<file path="src/rtl/decode_stage_if.sv">
`default_nettype none
// ============================================================================
//  Module      : decode_stage_if
//  Description : Bundles the fetch-side handshake, the regFile read controls,
//                the execute-side output slot and the writeback retire port
//                of the RV32I decode stage.
//                  master : environment (fetch / regFile / execute / WB)
//                  slave  : decode_stage
//  Revision    : 1.0 - initial release
// ============================================================================
interface decode_stage_if #(
    parameter int DATA_WIDTH = 32
);
    // fetch -> decode
    logic                  iValid;
    logic                  oReady;
    logic [31:0]           iInstr;
    logic [DATA_WIDTH-1:0] iPc;
    logic                  iFlush;
    // decode -> regFile read ports, {en, addr[4:0]}
    logic [5:0]            oRs1Cntrl;
    logic [5:0]            oRs2Cntrl;
    // decode -> execute slot
    logic                  oValid;
    logic                  iReady;
    logic [DATA_WIDTH-1:0] oPc;
    logic [4:0]            oRdAddr;
    logic                  oRdWe;
    logic [DATA_WIDTH-1:0] oImm;
    logic [2:0]            oFmt;
    logic [2:0]            oFunct3;
    logic                  oFunct7b5;
    // writeback retire
    logic                  iWbEn;
    logic [4:0]            iWbAddr;

    modport master (
        output iValid, iInstr, iPc, iFlush, iReady, iWbEn, iWbAddr,
        input  oReady, oRs1Cntrl, oRs2Cntrl, oValid, oPc, oRdAddr, oRdWe,
               oImm, oFmt, oFunct3, oFunct7b5
    );

    modport slave (
        input  iValid, iInstr, iPc, iFlush, iReady, iWbEn, iWbAddr,
        output oReady, oRs1Cntrl, oRs2Cntrl, oValid, oPc, oRdAddr, oRdWe,
               oImm, oFmt, oFunct3, oFunct7b5
    );
endinterface
`default_nettype wire

</file>
<file path="src/rtl/decode_stage.sv">
`default_nettype none
// ============================================================================
//  Module      : decode_stage
//  Description : RV32I decode stage in front of regFile. Drives the rs1/rs2
//                read controls in the accept cycle, registers the decoded
//                fields into a valid/ready slot for execute and keeps a
//                pending-write scoreboard that stalls fetch on RAW/WAW.
//  Ports       : iClk  - clock, rising edge
//                iRst  - synchronous reset, active low
//                bus   - decode_stage_if.slave (fetch, regFile controls,
//                        execute slot, writeback retire)
//  Revision    : 1.0 - initial release
// ============================================================================
module decode_stage #(
    parameter int DATA_WIDTH = 32,
    parameter int REG_COUNT  = 32
) (
    input  wire logic     iClk,
    input  wire logic     iRst,
    decode_stage_if.slave bus
);

    localparam logic [2:0] FMT_R   = 3'd0;
    localparam logic [2:0] FMT_I   = 3'd1;
    localparam logic [2:0] FMT_S   = 3'd2;
    localparam logic [2:0] FMT_B   = 3'd3;
    localparam logic [2:0] FMT_U   = 3'd4;
    localparam logic [2:0] FMT_J   = 3'd5;
    localparam logic [2:0] FMT_ILL = 3'd7;

    // ------------------------------------------------------------------
    // Combinational decode of the incoming instruction
    // ------------------------------------------------------------------
    logic [31:0]           instr;
    logic [4:0]            rs1, rs2, rd;
    logic [2:0]            fmt;
    logic                  rs1_used, rs2_used, rd_written;
    logic [DATA_WIDTH-1:0] imm;

    assign instr = bus.iInstr;
    assign rs1   = instr[19:15];
    assign rs2   = instr[24:20];
    assign rd    = instr[11:7];

    always_comb begin
        unique case (instr[6:0])
            7'b0110011:                                  fmt = FMT_R;
            7'b0010011, 7'b0000011,
            7'b1100111, 7'b1110011:                      fmt = FMT_I;
            7'b0100011:                                  fmt = FMT_S;
            7'b1100011:                                  fmt = FMT_B;
            7'b0110111, 7'b0010111:                      fmt = FMT_U;
            7'b1101111:                                  fmt = FMT_J;
            default:                                     fmt = FMT_ILL;
        endcase
    end

    always_comb begin
        rs1_used   = (fmt == FMT_R) || (fmt == FMT_I) || (fmt == FMT_S) || (fmt == FMT_B);
        rs2_used   = (fmt == FMT_R) || (fmt == FMT_S) || (fmt == FMT_B);
        rd_written = ((fmt == FMT_R) || (fmt == FMT_I) || (fmt == FMT_U) || (fmt == FMT_J))
                     && (rd != 5'd0);
    end

    always_comb begin
        imm = '0;
        unique case (fmt)
            FMT_I: imm = {{(DATA_WIDTH-12){instr[31]}}, instr[31:20]};
            FMT_S: imm = {{(DATA_WIDTH-12){instr[31]}}, instr[31:25], instr[11:7]};
            FMT_B: imm = {{(DATA_WIDTH-13){instr[31]}}, instr[31], instr[7],
                          instr[30:25], instr[11:8], 1'b0};
            // instr[31] doubles as the sign-extension source for widths > 32
            FMT_U: imm = {{(DATA_WIDTH-31){instr[31]}}, instr[30:12], 12'b0};
            FMT_J: imm = {{(DATA_WIDTH-21){instr[31]}}, instr[31], instr[19:12],
                          instr[20], instr[30:21], 1'b0};
            default: imm = '0;
        endcase
    end

    // ------------------------------------------------------------------
    // Slot and scoreboard state
    // ------------------------------------------------------------------
    logic                  valid_q,   valid_d;
    logic [DATA_WIDTH-1:0] pc_q,      pc_d;
    logic [4:0]            rd_addr_q, rd_addr_d;
    logic                  rd_we_q,   rd_we_d;
    logic [DATA_WIDTH-1:0] imm_q,     imm_d;
    logic [2:0]            fmt_q,     fmt_d;
    logic [2:0]            funct3_q,  funct3_d;
    logic                  f7b5_q,    f7b5_d;
    logic [REG_COUNT-1:0]  busy_q,    busy_d;

    // A writer still sitting in the slot has not reached the scoreboard yet,
    // so it is folded in here to catch back-to-back dependencies.
    logic [REG_COUNT-1:0] pending;
    logic                 hazard, ready, accept, consume;

    assign pending = busy_q | ((valid_q && rd_we_q) ? (REG_COUNT'(1) << rd_addr_q)
                                                    : '0);

    assign hazard  = (rs1_used   && pending[rs1])
                  || (rs2_used   && pending[rs2])
                  || (rd_written && pending[rd]);

    assign ready   = iRst && !bus.iFlush && !hazard && (!valid_q || bus.iReady);
    assign accept  = bus.iValid && ready;
    // A flushed slot is killed, so it is never handed to execute.
    assign consume = valid_q && bus.iReady && !bus.iFlush;

    always_comb begin
        valid_d   = valid_q;
        pc_d      = pc_q;
        rd_addr_d = rd_addr_q;
        rd_we_d   = rd_we_q;
        imm_d     = imm_q;
        fmt_d     = fmt_q;
        funct3_d  = funct3_q;
        f7b5_d    = f7b5_q;
        busy_d    = busy_q;

        if (accept) begin
            valid_d   = 1'b1;
            pc_d      = bus.iPc;
            rd_addr_d = rd;
            rd_we_d   = rd_written;
            imm_d     = imm;
            fmt_d     = fmt;
            funct3_d  = instr[14:12];
            f7b5_d    = instr[30];
        end else if (bus.iFlush || consume) begin
            valid_d   = 1'b0;
        end

        // Clear first so a same-cycle set on the same register wins.
        if (bus.iWbEn) begin
            busy_d[bus.iWbAddr] = 1'b0;
        end
        if (consume && rd_we_q) begin
            busy_d[rd_addr_q] = 1'b1;
        end
        busy_d[0] = 1'b0;
    end

    always_ff @(posedge iClk) begin
        if (!iRst) begin
            valid_q   <= 1'b0;
            pc_q      <= '0;
            rd_addr_q <= '0;
            rd_we_q   <= 1'b0;
            imm_q     <= '0;
            fmt_q     <= '0;
            funct3_q  <= '0;
            f7b5_q    <= 1'b0;
            busy_q    <= '0;
        end else begin
            valid_q   <= valid_d;
            pc_q      <= pc_d;
            rd_addr_q <= rd_addr_d;
            rd_we_q   <= rd_we_d;
            imm_q     <= imm_d;
            fmt_q     <= fmt_d;
            funct3_q  <= funct3_d;
            f7b5_q    <= f7b5_d;
            busy_q    <= busy_d;
        end
    end

    // ------------------------------------------------------------------
    // Outputs
    // ------------------------------------------------------------------
    assign bus.oReady    = ready;
    assign bus.oRs1Cntrl = (accept && rs1_used) ? {1'b1, rs1} : 6'd0;
    assign bus.oRs2Cntrl = (accept && rs2_used) ? {1'b1, rs2} : 6'd0;
    assign bus.oValid    = valid_q;
    assign bus.oPc       = pc_q;
    assign bus.oRdAddr   = rd_addr_q;
    assign bus.oRdWe     = rd_we_q;
    assign bus.oImm      = imm_q;
    assign bus.oFmt      = fmt_q;
    assign bus.oFunct3   = funct3_q;
    assign bus.oFunct7b5 = f7b5_q;

endmodule
`default_nettype wire

</file>
<file path="src/flat_wrapper.sv">
// flat-port wrapper written by rule: the top's interface ports become plain ports
module decode_stage_flat 
#(
    parameter int DATA_WIDTH = 32,
    parameter int REG_COUNT  = 32
)
  (iClk, iRst, bus_iValid, bus_iInstr, bus_iPc, bus_iFlush, bus_iReady, bus_iWbEn, bus_iWbAddr, bus_oReady, bus_oRs1Cntrl, bus_oRs2Cntrl, bus_oValid, bus_oPc, bus_oRdAddr, bus_oRdWe, bus_oImm, bus_oFmt, bus_oFunct3, bus_oFunct7b5);
  decode_stage_if #(.DATA_WIDTH(DATA_WIDTH)) bus_i ();
  input  wire logic iClk;
  input  wire logic iRst;
  input wire logic [$bits(bus_i.iValid)-1:0] bus_iValid;
  input wire logic [$bits(bus_i.iInstr)-1:0] bus_iInstr;
  input wire logic [$bits(bus_i.iPc)-1:0] bus_iPc;
  input wire logic [$bits(bus_i.iFlush)-1:0] bus_iFlush;
  input wire logic [$bits(bus_i.iReady)-1:0] bus_iReady;
  input wire logic [$bits(bus_i.iWbEn)-1:0] bus_iWbEn;
  input wire logic [$bits(bus_i.iWbAddr)-1:0] bus_iWbAddr;
  output wire logic [$bits(bus_i.oReady)-1:0] bus_oReady;
  output wire logic [$bits(bus_i.oRs1Cntrl)-1:0] bus_oRs1Cntrl;
  output wire logic [$bits(bus_i.oRs2Cntrl)-1:0] bus_oRs2Cntrl;
  output wire logic [$bits(bus_i.oValid)-1:0] bus_oValid;
  output wire logic [$bits(bus_i.oPc)-1:0] bus_oPc;
  output wire logic [$bits(bus_i.oRdAddr)-1:0] bus_oRdAddr;
  output wire logic [$bits(bus_i.oRdWe)-1:0] bus_oRdWe;
  output wire logic [$bits(bus_i.oImm)-1:0] bus_oImm;
  output wire logic [$bits(bus_i.oFmt)-1:0] bus_oFmt;
  output wire logic [$bits(bus_i.oFunct3)-1:0] bus_oFunct3;
  output wire logic [$bits(bus_i.oFunct7b5)-1:0] bus_oFunct7b5;
  assign bus_i.iValid = bus_iValid;
  assign bus_i.iInstr = bus_iInstr;
  assign bus_i.iPc = bus_iPc;
  assign bus_i.iFlush = bus_iFlush;
  assign bus_i.iReady = bus_iReady;
  assign bus_i.iWbEn = bus_iWbEn;
  assign bus_i.iWbAddr = bus_iWbAddr;
  assign bus_oReady = bus_i.oReady;
  assign bus_oRs1Cntrl = bus_i.oRs1Cntrl;
  assign bus_oRs2Cntrl = bus_i.oRs2Cntrl;
  assign bus_oValid = bus_i.oValid;
  assign bus_oPc = bus_i.oPc;
  assign bus_oRdAddr = bus_i.oRdAddr;
  assign bus_oRdWe = bus_i.oRdWe;
  assign bus_oImm = bus_i.oImm;
  assign bus_oFmt = bus_i.oFmt;
  assign bus_oFunct3 = bus_i.oFunct3;
  assign bus_oFunct7b5 = bus_i.oFunct7b5;
  decode_stage #(.DATA_WIDTH(DATA_WIDTH), .REG_COUNT(REG_COUNT)) u_core (.iClk(iClk), .iRst(iRst), .bus(bus_i));
endmodule
</file>
<file path="config.mk">
export PLATFORM = sky130hd
export DESIGN_NAME = decode_stage_flat
export DESIGN_NICKNAME = d
export VERILOG_FILES = /design/src/rtl/decode_stage_if.sv /design/src/rtl/decode_stage.sv /design/src/flat_wrapper.sv
export SDC_FILE = /design/constraint.sdc
export NUM_CORES = 1
export LEC_CHECK = 0
export BUFFER_PORTS_ARGS = -buffer_cell sky130_fd_sc_hd__buf_2
export CORE_ASPECT_RATIO = 0.8
export CORE_UTILIZATION = 58
export DETAILED_ROUTE_END_ITERATION = 12
export PLACE_DENSITY = 0.86
export RECOVER_POWER = 25
export SLEW_MARGIN = 20
export SYNTH_ARGS = -nofsm -noshare
export SYNTH_HDL_FRONTEND = slang
export SYNTH_SLANG_ARGS = --single-unit
</file>
<file path="constraint.sdc">
create_clock -name iClk -period 8.5 [get_ports iClk]
set_input_delay 1.7 -clock iClk [delete_from_list [all_inputs] [get_ports iClk]]
set_output_delay 1.7 -clock iClk [all_outputs]
set_load 0.02 [all_outputs]
</file>
==> metrics, run 1 <==
fin. max-slew vios 0; Top delay family on crit path simple AND/OR/NAND/NOR gates; initial detailed-routing violation count 696; Antenna Cells 0; flop2flop setup slack between 3 and 4 ns; most common cell after layout, fill and taps aside nand2_1; Tcrit/Tclk final 80.6%; Worst Setup End Kind primary output; Worst R2R Start u_core.bus.oRdAddr[0]; fin nets about 1000; crit-path cells buf_2, nand3b_1, nor3_1, inv_1, ha_1, inv_1, o311ai_2, buf_4, a211o_1, or4_4, o21a_1, nand3_4, nor3_1, buf_2; CP Depth 14; post_cts resized 0; Worst Slack Setup Final 1.65 ns; Critical path origin bus_iInstr[3]; pre-CTS WS about 1.7 ns; Final Hold Fails 0; total gr overflow 0; postcts setup bufs 0; Synthesis Warnings 0; Post-Syn Instances 799; area of the die 11500 sq um; number of synthesized flops with an enable pin 0; Finished Cell Area 7380 sq um; sequential-to-total area share from yosys stat about a third; Max Cap Violations 0; Remaining DRCs 0; Crit path arrival time ~5.2 ns; Seq cells post-synth between 100 and 150; Yosys top cell area share approximately 34%; startpoint types input pin; first-pass GRT wire length between 20000 and 30000 um; Syn Std Cell Area 6450 sq um; post-route ant nets 0; fmax ~150 MHz; worst-skew pair later-pin latency ~0.37 ns; pwr dens around 160 nW/um^2; kind of critical path in2out; Final Wtd Congestion ~0.98; wire length per cell 17.8 um; setup total negative slack 0 ns; Setup-failing EPs final 0; reg2reg path depth 9; Root Driver clkbuf_16; initial antenna violation count 0; Post-Syn Nets slightly below 900; Worst Clk Skew 0.0103 ns; leakage power around 3.4 nW; fraction of layout cells with a size suffix above 1 about 17%; main flop type after synthesis dfxtp_1; CP required a little under 7 ns; Routed WL about 19000 um; RSZ-0062 raised after global routing no; DRT Pass-1 Iters 5; worst r2r dst u_core.bus.oPc[13]; Initial Utilization about 59%; vias in the first global route between 5000 and 6000; slowest CP cell nand3_4; Rel. slew slack 26.9%; Placed Instance Area roughly 7100 sq um; PortBufs roughly 170; largest net degree at the start of global routing about 110; TritonCTS sink count 109; Tot GR Track Use about a third; top post-synthesis cells by area dfxtp_1 34%, mux2i_1 14%, nand2_1 9.7%, o21ai_0 3.6%, inv_1 3.2%; synthesized area per cell just over 8 sq um; Chip Width roughly 120 um; crit path buf inv count 5; clock tree buffer depth 2; Die Y ~96 um; crit path capture bus_oRs2Cntrl[3]; layout overhead on the synthesized area 14.5%; status finished clean; worst-path fanout max 46; CTS tree yes; worst min path class reg2reg; Tot Pwr ~1.1 mW; Cell Rows 34; clock transition at the registers of the reported paths about 0.08 ns; asr flop ratio synth 0%; hpwl dp around 14000 um; Min Clock Period, post-route 6.85 ns; Via Count 6411; crit-path max cell delay approximately 0.55 ns; Num CTS Buffers 9; Worst Tran Pin Value between 1 and 1.5 ns; vias per cell 5.99; most frequent cells in the layout 166 x nand2_1, 114 x buf_2, 109 x dfxtp_1, 87 x mux2i_1, 55 x inv_1; largest area contributor in the netlist dfxtp_1; Ports 166; Synth cell types 67; H-tree depth 3; CTS Hold Bufs 0; VDD IR max approximately 0.00012 V; Core Footprint about 11000 sq um
## power by group
part | internal, mW | switching, mW
registers | 0.523 | 0.0120
clock network | 0.239 | 0.221
logic | 0.0556 | 0.0973
## state kept, by name (all words and copies together), names as in the netlist
name,flops
u_core.bus.oImm,32
u_core.bus.oPc,32
u_core.busy_q,31
u_core.bus.oRdAddr,5
u_core.bus.oFmt,3
u_core.bus.oFunct3,3
u_core.bus.oFunct7b5,1
u_core.bus.oRdWe,1
u_core.bus.oValid,1
## worst min-delay path, stage by stage (launching register included)
cell	delay, ns
dfxtp_1	0.31
nand2_1	0.05
mux2i_1	0.05
## kinds of logic (layout without fill, tap and decap cells)
kind of cell | after synthesis | count (layout) | synth area share [%]
AOI/OAI and AO/OA | 183 | 183 | 18.6
xor gates and xnor gates | 2 | 2 | 0.272
adders and majority gates | 1 | 1 | 0.194
buffers and inverters | 114 | 242 | 9.32
DFF | 109 | 109 | 33.9
muxes | 93 | 93 | 15.4
and+or+nand+nor | 297 | 297 | 22.4
## through the flow
step / utilization [%] / hold slack, ns / instances
4_1_cts: 68.6 / 0.459 / 1071
3_3_place_gp: 65.7 / 0.442 / 1055
6_report: 68.1 / 0.462 / 1071
5_1_grt: 68.1 / 0.479 / 1071
2_1_floorplan: - / 0.457 / 799
3_5_place_dp: 65.7 / 0.448 / 1055
## per-layer routing
metal | track usage (%) | share of wire (%)
met5 | 0 | 0
met2 | 48.8 | 44
met1 | 44.7 | 44
met4 | 10.4 | 1.9
met3 | 9.60 | 11
## area by class of cell
type | instances | area (sq um)
Sequential cell | 109 | 2180
Clock buffer | 9 | 225
Multi-Input combinational cell | 576 | 3680
Clock inverter | 7 | 97.6
Inverter | 56 | 210
Tap cell | 144 | 180
Fill cell | 906 | 3460
Timing Repair Buffer | 170 | 803
## cell usage after synthesis (all sizes together), types with 4 or more instances
cell / number
nand2: 166
dfxtp: 109
mux2i: 87
inv: 55
o21ai: 48
a21oi: 39
clkbuf: 34
buf: 24
a21boi: 23
nor2: 22
nor3: 22
a211oi: 14
a21o: 13
nand3: 12
nand2b: 11
and2: 10
nand3b: 8
nor4: 7
a2111oi: 6
a22o: 6
and3b: 5
mux4: 5
nor3b: 5
a22oi: 4
and3: 4
o22ai: 4
or3: 4
## worst min-delay path by stage
| stage | slack (ns) | from | cells past startpoint | endpoint |
|---|---|---|---|---|
| floorplan | 0.46 | u_core.busy_q[12] | 2 | u_core.busy_q[12] |
| global placement | 0.44 | u_core.bus.oPc[23] | 2 | u_core.bus.oPc[23] |
| detailed placement | 0.45 | u_core.bus.oPc[30] | 2 | u_core.bus.oPc[30] |
| CTS | 0.46 | u_core.bus.oImm[2] | 2 | u_core.bus.oImm[2] |
| global route | 0.48 | u_core.bus.oImm[7] | 2 | u_core.bus.oImm[7] |
| finish | 0.46 | u_core.bus.oPc[27] | 2 | u_core.bus.oPc[27] |
Power figures use the tool's default switching activity.
==> inputs of run 2 (changes only) <==
--- a/config.mk
+++ b/config.mk
@@ -7,9 +7,9 @@
 export LEC_CHECK = 0
 export BUFFER_PORTS_ARGS = -buffer_cell sky130_fd_sc_hd__buf_2
 export CORE_ASPECT_RATIO = 0.8
-export CORE_UTILIZATION = 58
+export CORE_UTILIZATION = 49
 export DETAILED_ROUTE_END_ITERATION = 12
-export PLACE_DENSITY = 0.86
+export PLACE_DENSITY = 0.78
 export RECOVER_POWER = 25
 export SLEW_MARGIN = 20
 export SYNTH_ARGS = -nofsm -noshare
==> constraint.sdc (replaced) <==
create_clock -name iClk -period 6.3 [get_ports iClk]
set_input_delay 1.26 -clock iClk [delete_from_list [all_inputs] [get_ports iClk]]
set_output_delay 1.26 -clock iClk [all_outputs]
set_load 0.02 [all_outputs]
==> metrics, run 2 (synthesized netlist as in run 1, its figures left out) <==
CP required 5.04 ns (was 6.80 ns); worst-skew pair later-pin latency 0.35 ns (was 0.37 ns); Tot GR Track Use 27.0% (was 32.6%); Worst Tran Pin Value 1.13 ns (was 1.09 ns); fmax approximately 180 MHz; initial detailed-routing violation count 535 (was 696); Final Hold Fails 0 (unchanged); CTS Hold Bufs 0 (unchanged); top layer in use met4 (unchanged); postcts setup bufs 0 (unchanged); fin. max-slew vios 0 (unchanged); worst min path class reg2reg (unchanged); area of the die 13600 sq um (was 11500 sq um); Final Wtd Congestion 0.984 (was 0.975); first-pass GRT wire length 28900 um (was 29500 um); Routed WL 18500 um (was 19100 um); kind of critical path in2out (unchanged); Ports 166 (unchanged); setup total negative slack 0 ns (unchanged); total gr overflow 0 (unchanged); most common cell after layout, fill and taps aside nand2_1 (unchanged); clock tree buffer depth 2 (unchanged); Root Driver clkbuf_16 (unchanged); Cell Rows 37 (was 34); hpwl dp 13300 um (was 13600 um); most frequent cells in the layout 166 x nand2_1, 114 x buf_2, 109 x dfxtp_1, 87 x mux2i_1, 55 x inv_1 (unchanged); layout overhead on the synthesized area 15.4% (was 14.5%); post_cts resized 0 (unchanged); sw frac 29.8% (was 28.7%); Met3 Routed Length 2080 um (was 2050 um); DRT met1 WL 8200 um (was 8350 um); DR WL met2 7960 um (was 8350 um); fin nets 1000 (was 998); Worst Setup End Kind primary output (unchanged); sequential share of power 47.1% (was 46.6%); Chip Width 130 um (was 120 um); PortBufs 165 (unchanged); Util after Layout 58.0% (was 68.1%); Net Sw Power 0.457 mW (was 0.330 mW); Initial Utilization 50.3% (was 59.4%); fraction of layout cells with a size suffix above 1 16.9% (was 16.7%); clock transition at the registers of the reported paths 0.08 ns (about the same); pwr dens 206 nW/um^2 (was 156 nW/um^2); Crit path arrival time 4.16 ns (was 5.15 ns); VDD IR max 0.000162 V (was 0.000125 V); Rel. slew slack 24.0% (was 26.9%); Worst Clk Skew 0.0100 ns (was 0.0103 ns); initial antenna violation count 0 (unchanged); Antenna Cells 0 (unchanged); Clk pwr share 39.4% (was 40.1%); fillcell total 1214 (was 906); Max Cap Violations 0 (unchanged); Remaining DRCs 0 (unchanged); largest net degree at the start of global routing 113 (unchanged); post-route ant nets 0 (unchanged); RSZ-0062 raised after global routing no (unchanged); Gate power share 13.5% (was 13.3%); TritonCTS sink count 109 (unchanged); CTS tree yes (unchanged); Via Count 6249 (was 6411); Die Y 105 um (was 96.3 um); internal power 1.08 mW (was 0.818 mW); Min Clock Period, post-route ~5.4 ns; vias per cell 5.66 (was 5.99); Tcrit/Tclk final 86.0%; leakage power 3.42 nW (was 3.41 nW); worst-path fanout max 13 (was 46); wire length per cell 16.7 um (was 17.8 um); flop2flop setup slack 1.67 ns (was 3.88 ns); H-tree depth 3 (unchanged); DRT Pass-1 Iters 6 (was 5); Num CTS Buffers 9 (unchanged); vias in the first global route 5594 (was 5602); status finished clean (unchanged); Setup-failing EPs final 0 (unchanged); startpoint types input pin (unchanged); Core Footprint 12800 sq um (was 10800 sq um)
[run 2: cell count changes in the layout (fill, tap and decap cells not counted)]
cell and change:
clkinv_4 -1, o21ai_0 +1, inv_12 +2, buf_4 +2, clkinv_8 +1, bufinv_16 -1
inv_6 -1, o21ai_1 -1
[run 2: path summary, 6_finish.rpt]
check | from | end | cells after the start
setup / recovery | bus_iInstr[3] | bus_oRs2Cntrl[0] | 12
hold reg to reg | u_core.bus.oImm[7] | u_core.bus.oImm[7] | 2
hold / removal | u_core.bus.oImm[7] | u_core.bus.oImm[7] | 2
setup reg to reg | u_core.bus.oRdAddr[0] | u_core.bus.oPc[8] | 10
[run 2: power by group through the flow]
stage	clock, mW	sequential [mW]	combinational (mW)
global route	0.640	0.725	0.222
CTS	0.612	0.722	0.206
finish	0.604	0.722	0.207
floorplan	0	0.754	0.124
detailed placement	0	0.737	0.205
global placement	0	0.737	0.205
[run 2: metrics by stage]
stage / worst slack (ns) / hold WS [ns] / area [sq um] / instances / power (mW)
4_1_cts: 0.946 / 0.458 / 7500 / 1104 / 1.54
3_5_place_dp: 0.866 / 0.448 / 7180 / 1088 / 0.943
2_1_floorplan: 0.965 / 0.457 / 6450 / 799 / 0.878
6_report: 0.880 / 0.458 / 7440 / 1104 / 1.53
5_1_grt: 0.607 / 0.479 / 7440 / 1104 / 1.59
3_3_place_gp: 1.00 / 0.441 / 7180 / 1088 / 0.941
[run 2: layout make-up]
cell class	instances	area [sq um]	share of cell area (%)
well taps	175	219	2.94
multi-input cells	576	3680	49.5
clock inverters	7	98.8	1.33
flip-flops and latches	109	2180	29.3
inverters	56	210	2.83
repair buffers	172	818	11.0
clock buffers	9	225	3.03
[run 2: critical path: stages]
cell and delay, ns:
buf_2 0.13, nand3b_1 0.21, nor3_1 0.31, inv_1 0.17
ha_1 0.24, a21oi_1 0.33, o21ai_0 0.14, or3_1 0.31
or4_1 0.59, nand3_4 0.20, nor4_1 0.08, buf_2 0.17
[run 2: per-layer routing]
| layer | vias up | GRT usage, % |
|---|---|---|
| met5 | - | 0 |
| met4 | 0 | 6.06 |
| met3 | 26 | 10.1 |
| met2 | 329 | 39.9 |
| met1 | 2856 | 37.0 |
| li1 | 3038 | - |
